`src/rtl/timer_counter_pkg.sv`:
```
// Shared constants for the memory-mapped timer/counter: register offsets,
// FSM state encoding, mode encoding and CTRL bit positions.
package timer_counter_pkg;

  localparam int unsigned CNT_W  = 32;
  localparam int unsigned CTRL_W = 4;

  localparam logic [1:0] TC_CTRL   = 2'd0;
  localparam logic [1:0] TC_PRESET = 2'd1;
  localparam logic [1:0] TC_COUNT  = 2'd2;

  typedef enum logic [1:0] {
    TC_IDLE = 2'd0,
    TC_LOAD = 2'd1,
    TC_CNT  = 2'd2,
    TC_INT  = 2'd3
  } tc_state_e;

  localparam logic [1:0] TC_MODE_ONESHOT  = 2'b00;
  localparam logic [1:0] TC_MODE_PERIODIC = 2'b01;

  localparam int unsigned CTRL_EN       = 0;
  localparam int unsigned CTRL_MODE_LSB = 1;
  localparam int unsigned CTRL_MODE_MSB = 2;
  localparam int unsigned CTRL_IM       = 3;

endpackage

```
`src/rtl/timer_counter.sv`:
```
// Down-counting timer with one-shot/periodic modes; register file and FSM in one
// block. irq feeds HWInt[0] of the CP0 exception unit.
module timer_counter
  import timer_counter_pkg::*;
(
  input  logic             clk,
  input  logic             reset,
  input  logic [1:0]       addr,
  input  logic             we,
  input  logic [CNT_W-1:0] din,
  output logic [CNT_W-1:0] dout,
  output logic             irq
);

  tc_state_e          state_q, state_d;
  logic [CTRL_W-1:0]  ctrl_q, ctrl_d;
  logic [CNT_W-1:0]   preset_q, preset_d;
  logic [CNT_W-1:0]   count_q, count_d;
  logic               flag_q, flag_d;
  logic               irq_q, irq_d;

  logic               wr_ctrl, wr_preset, en, periodic, flag_set;

  assign wr_ctrl   = we && (addr == TC_CTRL);
  assign wr_preset = we && (addr == TC_PRESET);
  assign en        = ctrl_q[CTRL_EN];
  assign periodic  = (ctrl_q[CTRL_MODE_MSB:CTRL_MODE_LSB] == TC_MODE_PERIODIC);

  // Next-state: FSM first, then software writes override CTRL; a flag set beats any clear.
  always_comb begin
    state_d  = state_q;
    ctrl_d   = ctrl_q;
    preset_d = preset_q;
    count_d  = count_q;
    flag_d   = flag_q;
    flag_set = 1'b0;

    case (state_q)
      TC_IDLE: begin
        if (en) state_d = TC_LOAD;
      end
      TC_LOAD: begin
        count_d = preset_q;
        state_d = TC_CNT;
      end
      TC_CNT: begin
        if (!en) begin
          state_d = TC_IDLE;
        end else if (count_q > CNT_W'(1)) begin
          count_d = count_q - CNT_W'(1);
        end else begin
          count_d  = '0;
          flag_set = 1'b1;
          state_d  = TC_INT;
        end
      end
      TC_INT: begin
        if (periodic) begin
          state_d = TC_LOAD;
          flag_d  = 1'b0;
        end else begin
          ctrl_d[CTRL_EN] = 1'b0;
          state_d         = TC_IDLE;
        end
      end
      default: state_d = TC_IDLE;
    endcase

    if (wr_ctrl) begin
      ctrl_d = din[CTRL_W-1:0];
      flag_d = 1'b0;
    end
    if (wr_preset) begin
      preset_d = din;
      flag_d   = 1'b0;
    end
    if (flag_set) flag_d = 1'b1;

    irq_d = ctrl_d[CTRL_IM] & flag_d;
  end

  always_ff @(posedge clk or negedge reset) begin
    if (!reset) begin
      state_q  <= TC_IDLE;
      ctrl_q   <= '0;
      preset_q <= '0;
      count_q  <= '0;
      flag_q   <= 1'b0;
      irq_q    <= 1'b0;
    end else begin
      state_q  <= state_d;
      ctrl_q   <= ctrl_d;
      preset_q <= preset_d;
      count_q  <= count_d;
      flag_q   <= flag_d;
      irq_q    <= irq_d;
    end
  end

  // Read mux; unimplemented CTRL bits and the reserved word read as zero.
  always_comb begin
    case (addr)
      TC_CTRL:   dout = CNT_W'(ctrl_q);
      TC_PRESET: dout = preset_q;
      TC_COUNT:  dout = count_q;
      default:   dout = '0;
    endcase
  end

  assign irq = irq_q;

endmodule

```
`config.mk`:
```
export PLATFORM = sky130hd
export DESIGN_NAME = timer_counter
export DESIGN_NICKNAME = d
export VERILOG_FILES = /design/src/rtl/timer_counter_pkg.sv /design/src/rtl/timer_counter.sv
export SDC_FILE = /design/constraint.sdc
export NUM_CORES = 1
export LEC_CHECK = 0
export CELL_PAD_IN_SITES_DETAIL_PLACEMENT = 1
export CELL_PAD_IN_SITES_GLOBAL_PLACEMENT = 1
export CORE_AREA = 5 5 114 95
export CTS_CLUSTER_DIAMETER = 100
export CTS_CLUSTER_SIZE = 40
export DETAILED_ROUTE_END_ITERATION = 6
export DIE_AREA = 0 0 119 100
export PLACE_DENSITY_LB_ADDON = 0.25
export SLEW_MARGIN = 20
export SYNTH_ARGS = -nofsm -noshare
export SYNTH_HDL_FRONTEND = slang
export SYNTH_SLANG_ARGS = --single-unit
```
`constraint.sdc`:
```
create_clock -name clk -period 7 [get_ports clk]
set_clock_uncertainty 0.15 [all_clocks]
set_input_delay 1.4 -clock clk [delete_from_list [all_inputs] [get_ports clk]]
set_output_delay 1.4 -clock clk [all_outputs]
set_load 0.1 [all_outputs]
```
* Word level (Yosys, flattened, before mapping)
Index checks and enable logic that the tools add are counted.
W data, S select, Z words.
** Storage, ports and cells
- Bits of input ports :: 37
- Output and inout port bits :: 33
- Logic and storage cells :: 50
- Register bits :: 72
** Operators by class
- Reduce and logical (&&, ||, !) cells :: 9
- Bitwise gates (word level) :: 1
- Equal/unequal tests :: 10
- $lt $le $gt $ge :: 1
- Muxes and demuxes :: 20
- $add $sub $neg :: 1
** Operators by type and width (count)
- $pmux W32 S3 :: 1
- $mux W32 :: 2
- $pmux W32 S2 :: 1
- $gt A32 B1 Y1 const B :: 1
- $sub A32 B1 Y32 const B :: 1
- $mux W1 :: 11
- $pmux W2 S4 :: 1
- $eq A2 B1 Y1 const B :: 3
- $eq A2 B2 Y1 const B :: 3
- $mux W2 :: 3
- $ne A2 B2 Y1 const B :: 3
- $reduce_and A2 Y1 :: 3
- $logic_not A2 Y1 :: 2
- $mux W4 :: 1
- $reduce_bool A2 Y1 :: 2
- $ne A3 B3 Y1 const B :: 1
- $logic_and A1 B1 Y1 :: 2
- $and A1 B1 Y1 :: 1

* Longest topological paths before layout
Gate-level depths: netlist (run 1).
- Depth after elaboration :: 7
- Depth in mapped cells :: 8
- Gate-level depth less buffers :: 7

* Worst setup path before layout (run 1)
Ideal clock, no wire load.
- Path kind :: input -> output
- Start :: input addr[1]
- End :: output dout[0]
- Path buffers :: 1
- Data required time :: 5.450 ns
- Stages :: 3
- Slack :: 1.576 ns
- Arrival time :: 3.874 ns
- Cell sequence :: clkbuf_1 > mux2i_1 > o21ai_0
** On the way
- Word-level cells in the longest chain between the ends :: 2
- Elaborated cells between the ends (all ways) :: 4
- Classes of those cells :: eq/ne: 2; mux: 1; reduce/logical: 1
** Ends and longest elaborated chain
- from (decl) :: line timer_counter.sv:8 : input logic [1:0] addr,
- $eq A2 B2 Y1, or another cell as far along :: line timer_counter.sv:102 : case (addr)
- $pmux W32 S3 (*) :: line timer_counter.sv:102
- to (decl) :: line timer_counter.sv:11 : output logic [CNT_W-1:0] dout,
Mark *: on every way between the ends. The rest lies on a longest branch, timed or not.

* Worst setup path after layout (run 1)
- Start :: input addr[0]
- End :: output dout[1]
Same word-level chain as after synthesis.

==> results.cfg, run 1 <==
[run_status]
status = completed

[finish]
antenna_cells = 0
fillCellCount = 1035
fin_nets = 497
instances_no_fill = 580
syn_to_final_growth_pct = 22.21
drive_gt1_share_pct = 23.21

[cts]
cts_buffer_depth = 2
cts.repair.resized = 0
cts_hold_buf = 0
cts_setup_buffers = 0
cts.htree.levels = 3
clkLatencyLatePin_ps = 330
clk_pin_slew_worst_paths_ps = 50
cts_root_buffer = clkbuf_16
cts_tree = yes
cts_buffers = 9
cts.sinks = 72

[synth]
synthMuxAreaShare_pct = 10.41
synthTopCellsByCount = dfrtp_1, mux2_2, a22o_1
synth_top_area_cell = dfrtp_1
synthesis.instances = 405
syn_area_per_cell_sq_um = 10.29
yosys.area_share.simple_pct = 20.65
synth_edf_count = 0
synth_cell_types = 61
synth.most_common_cell = dfrtp_1
synth_top_family_by_area = simple AND/OR/NAND/NOR gates
synth_ff_type = dfrtp_1
synth-async-reset-ratio_pct = 100.0
synthAdderAreaFrac_pct = 0.6002
synth_top_area_share_pct = 43.22
yosysWarnings = 0
syn-cell-area_sq_um = 4169
syn-num-nets = 444
synth_compound_gate_area_share_pct = 20.38
synth_xor_area_share_pct = 0
synth-seq-cells = 72
ys_seq_area_share_pct = 43.22
synthTopCellsByArea = dfrtp_1, mux2_2, a22o_1

[flow_run]
maxCapViolCount = 0

[power_and_ir_drop]
power_switching_uw = 1014
intPower_uw = 1152
leakagePower_uw = 0.002098
irDropWorstVdd_uv = 230.4
sequentialPowerShare_pct = 35.5
comb_power_share_pct = 44.6
power.share.clock_pct = 19.9
powerDensity_nw_per_um2 = 425.2
p_sw_share_pct = 46.82

[global_route]
antenna_found_initial = 0
grt_pass1_vias = 3952
grt_max_degree = 73
grt_usage_pct = 22.00
grt_overflow = 0
grt_pass1_wl_um = 21020

[sta]
rsz0062_at_grt = false
slew_headroom_pct = 30.62
slew_violations = 0
fin_crit_sh_pct = 74.72
worstMarginPinSlew_ps = 1036
max_freq_ghz = 0.1912
period_minus_slack_ps = 5231
final-hold-violation-count = 0
tns_ps = 0
setup_viol = 0

[worst_hold_path]
holdPathStages = 2
min-delay-start = preset_q[28]
hp-class = flop to flop
whs_endpoint = count_q[28]

[critical_path]
crit_path_end_kind = output pin
r2r_start = state_q[1]
rrSetupSlack_ps = 3740
crit_type = primary input to output pin
arrival_ps = 3680
reg2reg_depth = 4
r2r-end = count_q[22]
worstSetupStartpointType = primary input
cp_max_fo = 17
cp.required_ps = 5450

[floorplanning]
core_area_sq_um = 9449
die_area_sq_um = 11900
die_w_um = 119
io-pin-count = 70
num_rows = 32
start_util_pct = 44.12
die_h_um = 100

[place]
dp_hpwl_um = 8350
port_buffers = 69
gp_congestion = 0.8452
place_inst = 566

[route]
final_antenna_net_count = 0
first_pass_iters = 4
wl_per_cell_um = 21.73
via_per_inst = 6.441
drtIter0Drc = 209
drc_errors = 0
wirelength_um = 12600
vias = 3736
==> power by group through the flow <==
stage / logic, uW / clock network [uW] / registers (uW)
after floorplan: 795 / 0 / 678
after global routing: 1040 / 456 / 793
after detailed placement: 962 / 0 / 768
final: 966 / 431 / 769
after CTS: 969 / 441 / 764
after global placement: 935 / 0 / 760
==> layout make-up <==
class / instances / area (sq um) / share of cell area, %
multi-input combinational: 293 / 2193 / 43.05
sequential: 72 / 1802 / 35.36
timing repair buffer: 75 / 650.6 / 12.77
clock buffer: 14 / 274.0 / 5.378
tap: 119 / 148.9 / 2.922
inverter: 7 / 26.28 / 0.5157
==> worst max-delay path by stage <==
stage,to,cells after the start,startpoint,slack (ps)
floorplan,dout[0],3,addr[1],1580
global placement,dout[8],4,addr[1],1720
detailed placement,dout[1],6,addr[0],1800
CTS,dout[1],6,addr[0],1790
global route,dout[3],6,addr[0],1660
finish,dout[1],6,addr[0],1770
==> cell families after synthesis <==
| kind of cell | after synthesis |
|---|---|
| compound gates | 109 |
| mux | 39 |
| fa+ha+maj | 2 |
| simple gates | 143 |
| buf+inv | 40 |
| flops | 72 |
==> layout by cell type, fill, tap and decap left out, types with 7 or more instances in the layout <==
cell | Yosys | routed
o31ai_1 | 9 | 9
nor4_1 | 7 | 7
or4_1 | 15 | 15
nand2_1 | 28 | 28
o21ai_0 | 9 | 9
dfrtp_1 | 72 | 72
mux2_2 | 35 | 35
a22o_1 | 32 | 32
nor3_1 | 9 | 9
buf_4 | 2 | 38
nand3_1 | 24 | 24
nand4_1 | 11 | 11
clkdlybuf4s50_1 | 0 | 36
nor2_1 | 11 | 10
clkbuf_16 | 0 | 9
a22oi_1 | 15 | 15
==> flip-flops by register name, summed over array words and instances (netlist names) <==
| register | flops |
|---|---|
| ctrl_q | 4 |
| count_q | 32 |
| preset_q | 32 |
| flag_q | 1 |
| state_q | 2 |
| irq | 1 |
==> layer usage <==
metal	part of all wire, %	global-route usage, %	wire, um	up-vias
li1	-	-	-	1697
met1	45	30.08	5719	1907
met2	47	35.13	5911	115
met3	6.2	4.901	776	17
met4	1.5	6.589	195	0
met5	0	0	0	-
==> metrics by stage <==
stage / hold slack [ps] / setup slack, ps / util (%) / power (uW) / area, sq um
floorplan: 319.3 / 1576 / - / 1474 / 4169
global placement: 358.5 / 1719 / 50.87 / 1695 / 4807
detailed placement: 372.8 / 1801 / 51.02 / 1730 / 4821
CTS: 383.7 / 1795 / 53.92 / 2174 / 5095
global route: 414.2 / 1661 / 53.92 / 2287 / 5095
finish: 381.2 / 1769 / 53.92 / 2167 / 5095
==> worst max-delay path, stage by stage <==
cell             delay, ps
clkdlybuf4s50_1        620
nor2b_2                760
buf_4                  370
nand2_1                 70
o21ai_0                110
buf_4                  340
No activity file was read; power rests on OpenSTA's default activity.
==> run 2, diff against run 1 <==
--- a/config.mk
+++ b/config.mk
@@ -7,11 +7,11 @@
 export LEC_CHECK = 0
 export CELL_PAD_IN_SITES_DETAIL_PLACEMENT = 1
 export CELL_PAD_IN_SITES_GLOBAL_PLACEMENT = 1
-export CORE_AREA = 5 5 114 95
+export CORE_AREA = 5 5 124 102
 export CTS_CLUSTER_DIAMETER = 100
 export CTS_CLUSTER_SIZE = 40
 export DETAILED_ROUTE_END_ITERATION = 6
-export DIE_AREA = 0 0 119 100
+export DIE_AREA = 0 0 129 107
 export PLACE_DENSITY_LB_ADDON = 0.25
 export SLEW_MARGIN = 20
 export SYNTH_ARGS = -nofsm -noshare
==> constraint.sdc (replaced) <==
create_clock -name clk -period 4.45 [get_ports clk]
set_clock_uncertainty 0.15 [all_clocks]
set_input_delay 0.89 -clock clk [delete_from_list [all_inputs] [get_ports clk]]
set_output_delay 0.89 -clock clk [all_outputs]
set_load 0.1 [all_outputs]
==> run 2 against run 1 <==
  * Setup slack got worse by 880 ps
  * Hold slack worse by 70 ps
  * Critical path type unchanged
  * Flip-flop and latch count unchanged
  * Routed wire length is 2.6% higher
  * Final area grew 9.6%
  * Sequential power rose by 57%
==> results.cfg, run 2 (same netlist as run 1, synthesis figures left out) <==
[global_route]
grt_max_degree = 36
grt_usage_pct = 19.18
grt_pass1_wl_um = 21290
antenna_found_initial = 0
grt_pass1_vias = 3919
grt_overflow = 0

[place]
port_buffers = 69
dp_hpwl_um = 8854
gp_congestion = 0.8510
place_inst = 599
pre_cts_ws_ps = 892.0

[sta]
slew_violations = 0
rsz0062_at_grt = false
setup_viol = 0
worstMarginPinSlew_ps = 959.0
timing.final.ws_setup_ps = 884.7
hold_ws_ps = 311.3
period_minus_slack_ps = 3565
slew_headroom_pct = 35.86
final-hold-violation-count = 0
tns_ps = 0
fin_crit_sh_pct = 80.12
max_freq_ghz = 0.2805

[critical_path]
cp.required_ps = 3410
crit_path_end_kind = output pin
crit_family = buffers and inverters
worstSetupStartpointType = primary input
crit_buf_inv = 3
cp_max_fo = 28
crit_slowest_cell = clkdlybuf4s50_1
worst_path_largest_cell_delay_ps = 650
crit_type = primary input to output pin
arrival_ps = 2530
crit_chain = clkdlybuf4s50_1 > nor2b_2 > buf_4 > a22o_1 > buf_12

[power_and_ir_drop]
finalPower_uw = 3688
sequentialPowerShare_pct = 32.9
power.share.clock_pct = 21.0
comb_power_share_pct = 46.2
power_switching_uw = 1654
leakagePower_uw = 0.002228
p_sw_share_pct = 44.84
intPower_uw = 2035
irDropWorstVdd_uv = 337.1
powerDensity_nw_per_um2 = 660.4

[cts]
cts_root_buffer = clkbuf_16
cts_tree = yes
cts.sinks = 72
clkLatencyLatePin_ps = 330
clk_pin_slew_worst_paths_ps = 60
cts_buffer_depth = 2
cts.htree.levels = 3
cts_hold_buf = 0
cts.repair.resized = 0
cts_buffers = 9
cts_setup_buffers = 0

[finish]
syn_to_final_growth_pct = 33.97
multi_input_area_sq_um = 2177
instances_no_fill = 615
seq_area_sq_um = 1802
final_cell_mix = dfrtp_1, clkdlybuf4s50_1, mux2_2
fillCellCount = 1217
fin_nets = 501
drive_gt1_share_pct = 23.98
reg_top3 = count_q: 32 flops, preset_q: 32 flops, ctrl_q: 4 flops
antenna_cells = 0
final_common_cell = dfrtp_1

[floorplanning]
io-pin-count = 70
die_w_um = 129
num_rows = 35
start_util_pct = 36.90
die_area_sq_um = 13800
core_area_sq_um = 11300
die_h_um = 107

[route]
first_pass_iters = 4
wl_per_cell_um = 21.02
vias = 3689
wirelength_um = 12930
final_antenna_net_count = 0
drc_errors = 0
drtIter0Drc = 258
via_per_inst = 5.998

[flow_run]
maxCapViolCount = 0

[run_status]
status = completed

[worst_hold_path]
hp-class = primary input to async pin
==> run 2: cell types whose count changed in the layout (fill, tap and decap cells not counted), sizes merged <==
cell,change
buf,+4
clkbuf,-3
bufinv,+2
clkinv,+2
clkinvlp,+1
==> run 2: final timing paths <==
check                                  from      endpoint  slack (ps)  cells past startpoint
worst max-delay path                addr[1]       dout[9]         880                      5
worst min-delay path                  reset   preset_q[4]         310                      1
worst max register to register  count_q[16]   count_q[19]        1330                      6
worst min register to register    ctrl_q[3]     ctrl_q[3]         370                      1
max in group asynchronous             reset  preset_q[31]        3040                      2
min in group clk                  ctrl_q[3]     ctrl_q[3]         370                      1
==> run 2: layout make-up <==
type                       instances  share of cell area, %
multi-input combinational        293                  38.98
clock buffer                      11                  4.167
inverter                           7                 0.4704
timing repair buffer              79                  19.35
tap                              148                  3.315
sequential                        72                  32.26
clock inverter                     5                  1.456
==> run 2: routing by layer <==
layer,part of all wire (%),vias up,wire (um),GRT usage [%]
met4,1.3,0,163,5.172
met1,48,1889,6227,27.28
met2,46,89,5982,29.47
met3,4.3,11,552,4.084
met5,0,-,0,0
li1,-,1700,-,-
==> run 2: worst register-to-register path: cells and delay by family, from the launching register on <==
| family | cells | cell delay [ps] |
|---|---|---|
| flops | 1 | 440 |
| simple gates | 4 | 1680 |
| buf+inv | 1 | 370 |
| compound gates | 1 | 370 |
==> run 2: through the flow <==
step,area (sq um),utilization (%)
after floorplan,4169,-
after detailed placement,5271,46.66
after CTS,5585,49.44
final,5585,49.44
after global placement,5271,46.66
after global routing,5585,49.44
==> run 2: power groups by stage <==
stage          clock network (uW)  registers, uW  logic [uW]
6_report                      773           1210        1700
5_1_grt                       808           1250        1820
4_1_cts                       783           1200        1710
3_5_place_dp                    0           1210        1700
3_3_place_gp                    0           1200        1650
2_1_floorplan                   0           1070        1250
==> run 3, diff against run 2 <==
--- a/config.mk
+++ b/config.mk
@@ -7,11 +7,11 @@
 export LEC_CHECK = 0
 export CELL_PAD_IN_SITES_DETAIL_PLACEMENT = 1
 export CELL_PAD_IN_SITES_GLOBAL_PLACEMENT = 1
-export CORE_AREA = 5 5 124 102
+export CORE_AREA = 5 5 118 98
 export CTS_CLUSTER_DIAMETER = 100
 export CTS_CLUSTER_SIZE = 40
 export DETAILED_ROUTE_END_ITERATION = 6
-export DIE_AREA = 0 0 129 107
+export DIE_AREA = 0 0 123 103
 export PLACE_DENSITY_LB_ADDON = 0.25
 export SLEW_MARGIN = 20
 export SYNTH_ARGS = -nofsm -noshare
==> constraint.sdc (replaced) <==
create_clock -name clk -period 3.6 [get_ports clk]
set_clock_uncertainty 0.15 [all_clocks]
set_input_delay 0.72 -clock clk [delete_from_list [all_inputs] [get_ports clk]]
set_output_delay 0.72 -clock clk [all_outputs]
set_load 0.1 [all_outputs]
==> run 3 against run 2 <==
  * Critical path depth unchanged
  * Flip-flop and latch count is the same
  * Largest cell class unchanged
  * Cell count down 0.16%
  * Power up 26%
  * Clock-buffer cell count rose by 1
  * First-iteration DRC count down 19%
  * Clock power increased by 32%
==> results.cfg, run 3 (same netlist as run 1, synthesis figures left out) <==
[critical_path]
worst_path_largest_cell_delay_ps = 620
arrival_ps = 2300
crit_chain = clkdlybuf4s50_1 > nor2b_2 > buf_4 > a22o_1 > buf_12
crit_type = primary input to output pin
crit_family = buffers and inverters
crit_slowest_cell = clkdlybuf4s50_1
crit_buf_inv = 3
cp_max_fo = 20
worstSetupStartpointType = primary input
crit_path_end_kind = output pin
cp.required_ps = 2730

[global_route]
grt_usage_pct = 22.26
antenna_found_initial = 0
grt_pass1_wl_um = 22070
grt_overflow = 0
grt_max_degree = 73
grt_pass1_vias = 4048

[finish]
instances_no_fill = 614
drive_gt1_share_pct = 25.11
syn_to_final_growth_pct = 35.29
reg_top3 = count_q: 32 flops, preset_q: 32 flops, ctrl_q: 4 flops
final_common_cell = dfrtp_1
fin_nets = 504
antenna_cells = 0
final_cell_mix = dfrtp_1, mux2_2, clkdlybuf4s50_1

[power_and_ir_drop]
power.share.clock_pct = 21.9
irDropWorstVdd_uv = 332.4
intPower_uw = 2581
power_switching_uw = 2071
powerDensity_nw_per_um2 = 824.9
comb_power_share_pct = 45.8
sequentialPowerShare_pct = 32.2
p_sw_share_pct = 44.52
leakagePower_uw = 0.002261

[sta]
max_freq_ghz = 0.3157
setup_viol = 0
fin_crit_sh_pct = 87.98
worstMarginPinSlew_ps = 957.2
period_minus_slack_ps = 3167
slew_headroom_pct = 36.19
rsz0062_at_grt = false
final-hold-violation-count = 0
slew_violations = 0
tns_ps = 0

[run_status]
status = completed

[cts]
clkLatencyLatePin_ps = 330
cts.sinks = 72
cts_tree = yes
cts.repair.resized = 0
cts.htree.levels = 3
cts_buffers = 9
cts_setup_buffers = 0
cts_hold_buf = 0
cts_buffer_depth = 2
clk_pin_slew_worst_paths_ps = 60
cts_root_buffer = clkbuf_16

[place]
gp_congestion = 0.8486
port_buffers = 69
dp_hpwl_um = 9045
place_inst = 598

[route]
final_antenna_net_count = 0
drtIter0Drc = 209
first_pass_iters = 4
via_per_inst = 6.078
wl_per_cell_um = 21.81
drc_errors = 0
wirelength_um = 13390
vias = 3732

[floorplanning]
start_util_pct = 40.00
num_rows = 34
die_w_um = 123
die_area_sq_um = 12670
io-pin-count = 70
die_h_um = 103
core_area_sq_um = 10420

[worst_hold_path]
hp-class = flop to flop

[flow_run]
maxCapViolCount = 0
run 3: cell count changes in the layout (fill, tap and decap cells not counted), sizes merged:
cell	before	now
buf	43	47
clkbuf	11	12
clkinvlp	1	2
clkdlybuf4s50	36	35
clkinv	3	1
run 3: routing by layer:
layer	wire length [um]	up-vias	track usage (%)
met4	163	0	6.383
met5	0	-	0
li1	-	1700	-
met2	6388	113	36.37
met3	793	16	4.059
met1	6043	1903	30.48
run 3: path summary, 6_finish.rpt:
kind	startpoint	to	slack, ps	cells after the start
worst max-delay path	addr[0]	dout[12]	430	5
worst min-delay path	preset_q[30]	preset_q[30]	390	1
worst max register to register	count_q[0]	count_q[24]	770	8
worst min register to register	preset_q[30]	preset_q[30]	390	1
max in group asynchronous	reset	preset_q[26]	2240	2
min in group asynchronous	reset	irq	460	2
run 3: through the flow:
stage | hold WS [ps] | total power (uW) | worst slack, ps | cell area (sq um) | utilization, %
3_5_place_dp | 372.6 | 3616 | 414.9 | 5299 | 50.84
2_1_floorplan | 274.4 | 2867 | 226.4 | 4169 | -
3_3_place_gp | 360.3 | 3554 | 468.6 | 5299 | 50.84
4_1_cts | 386.6 | 4666 | 412.0 | 5640 | 54.12
5_1_grt | 399.8 | 4886 | 296.8 | 5640 | 54.12
6_report | 385.8 | 4653 | 432.6 | 5640 | 54.12
run 3: final cells by class:
type	count	area (sq um)
clock buffer	12	266.5
clock inverter	4	75.07
fill	1110	4782
inverter	7	26.28
multi-input combinational	293	2177
sequential	72	1802
tap	144	180.2
timing repair buffer	82	1114
run 3: power groups by stage:
stage	Sequential, uW	Clock, uW	Combinational, uW
4_1_cts	1490	1030	2140
3_5_place_dp	1490	0	2120
3_3_place_gp	1480	0	2070
2_1_floorplan	1320	0	1550
5_1_grt	1540	1070	2280
6_report	1500	1020	2130
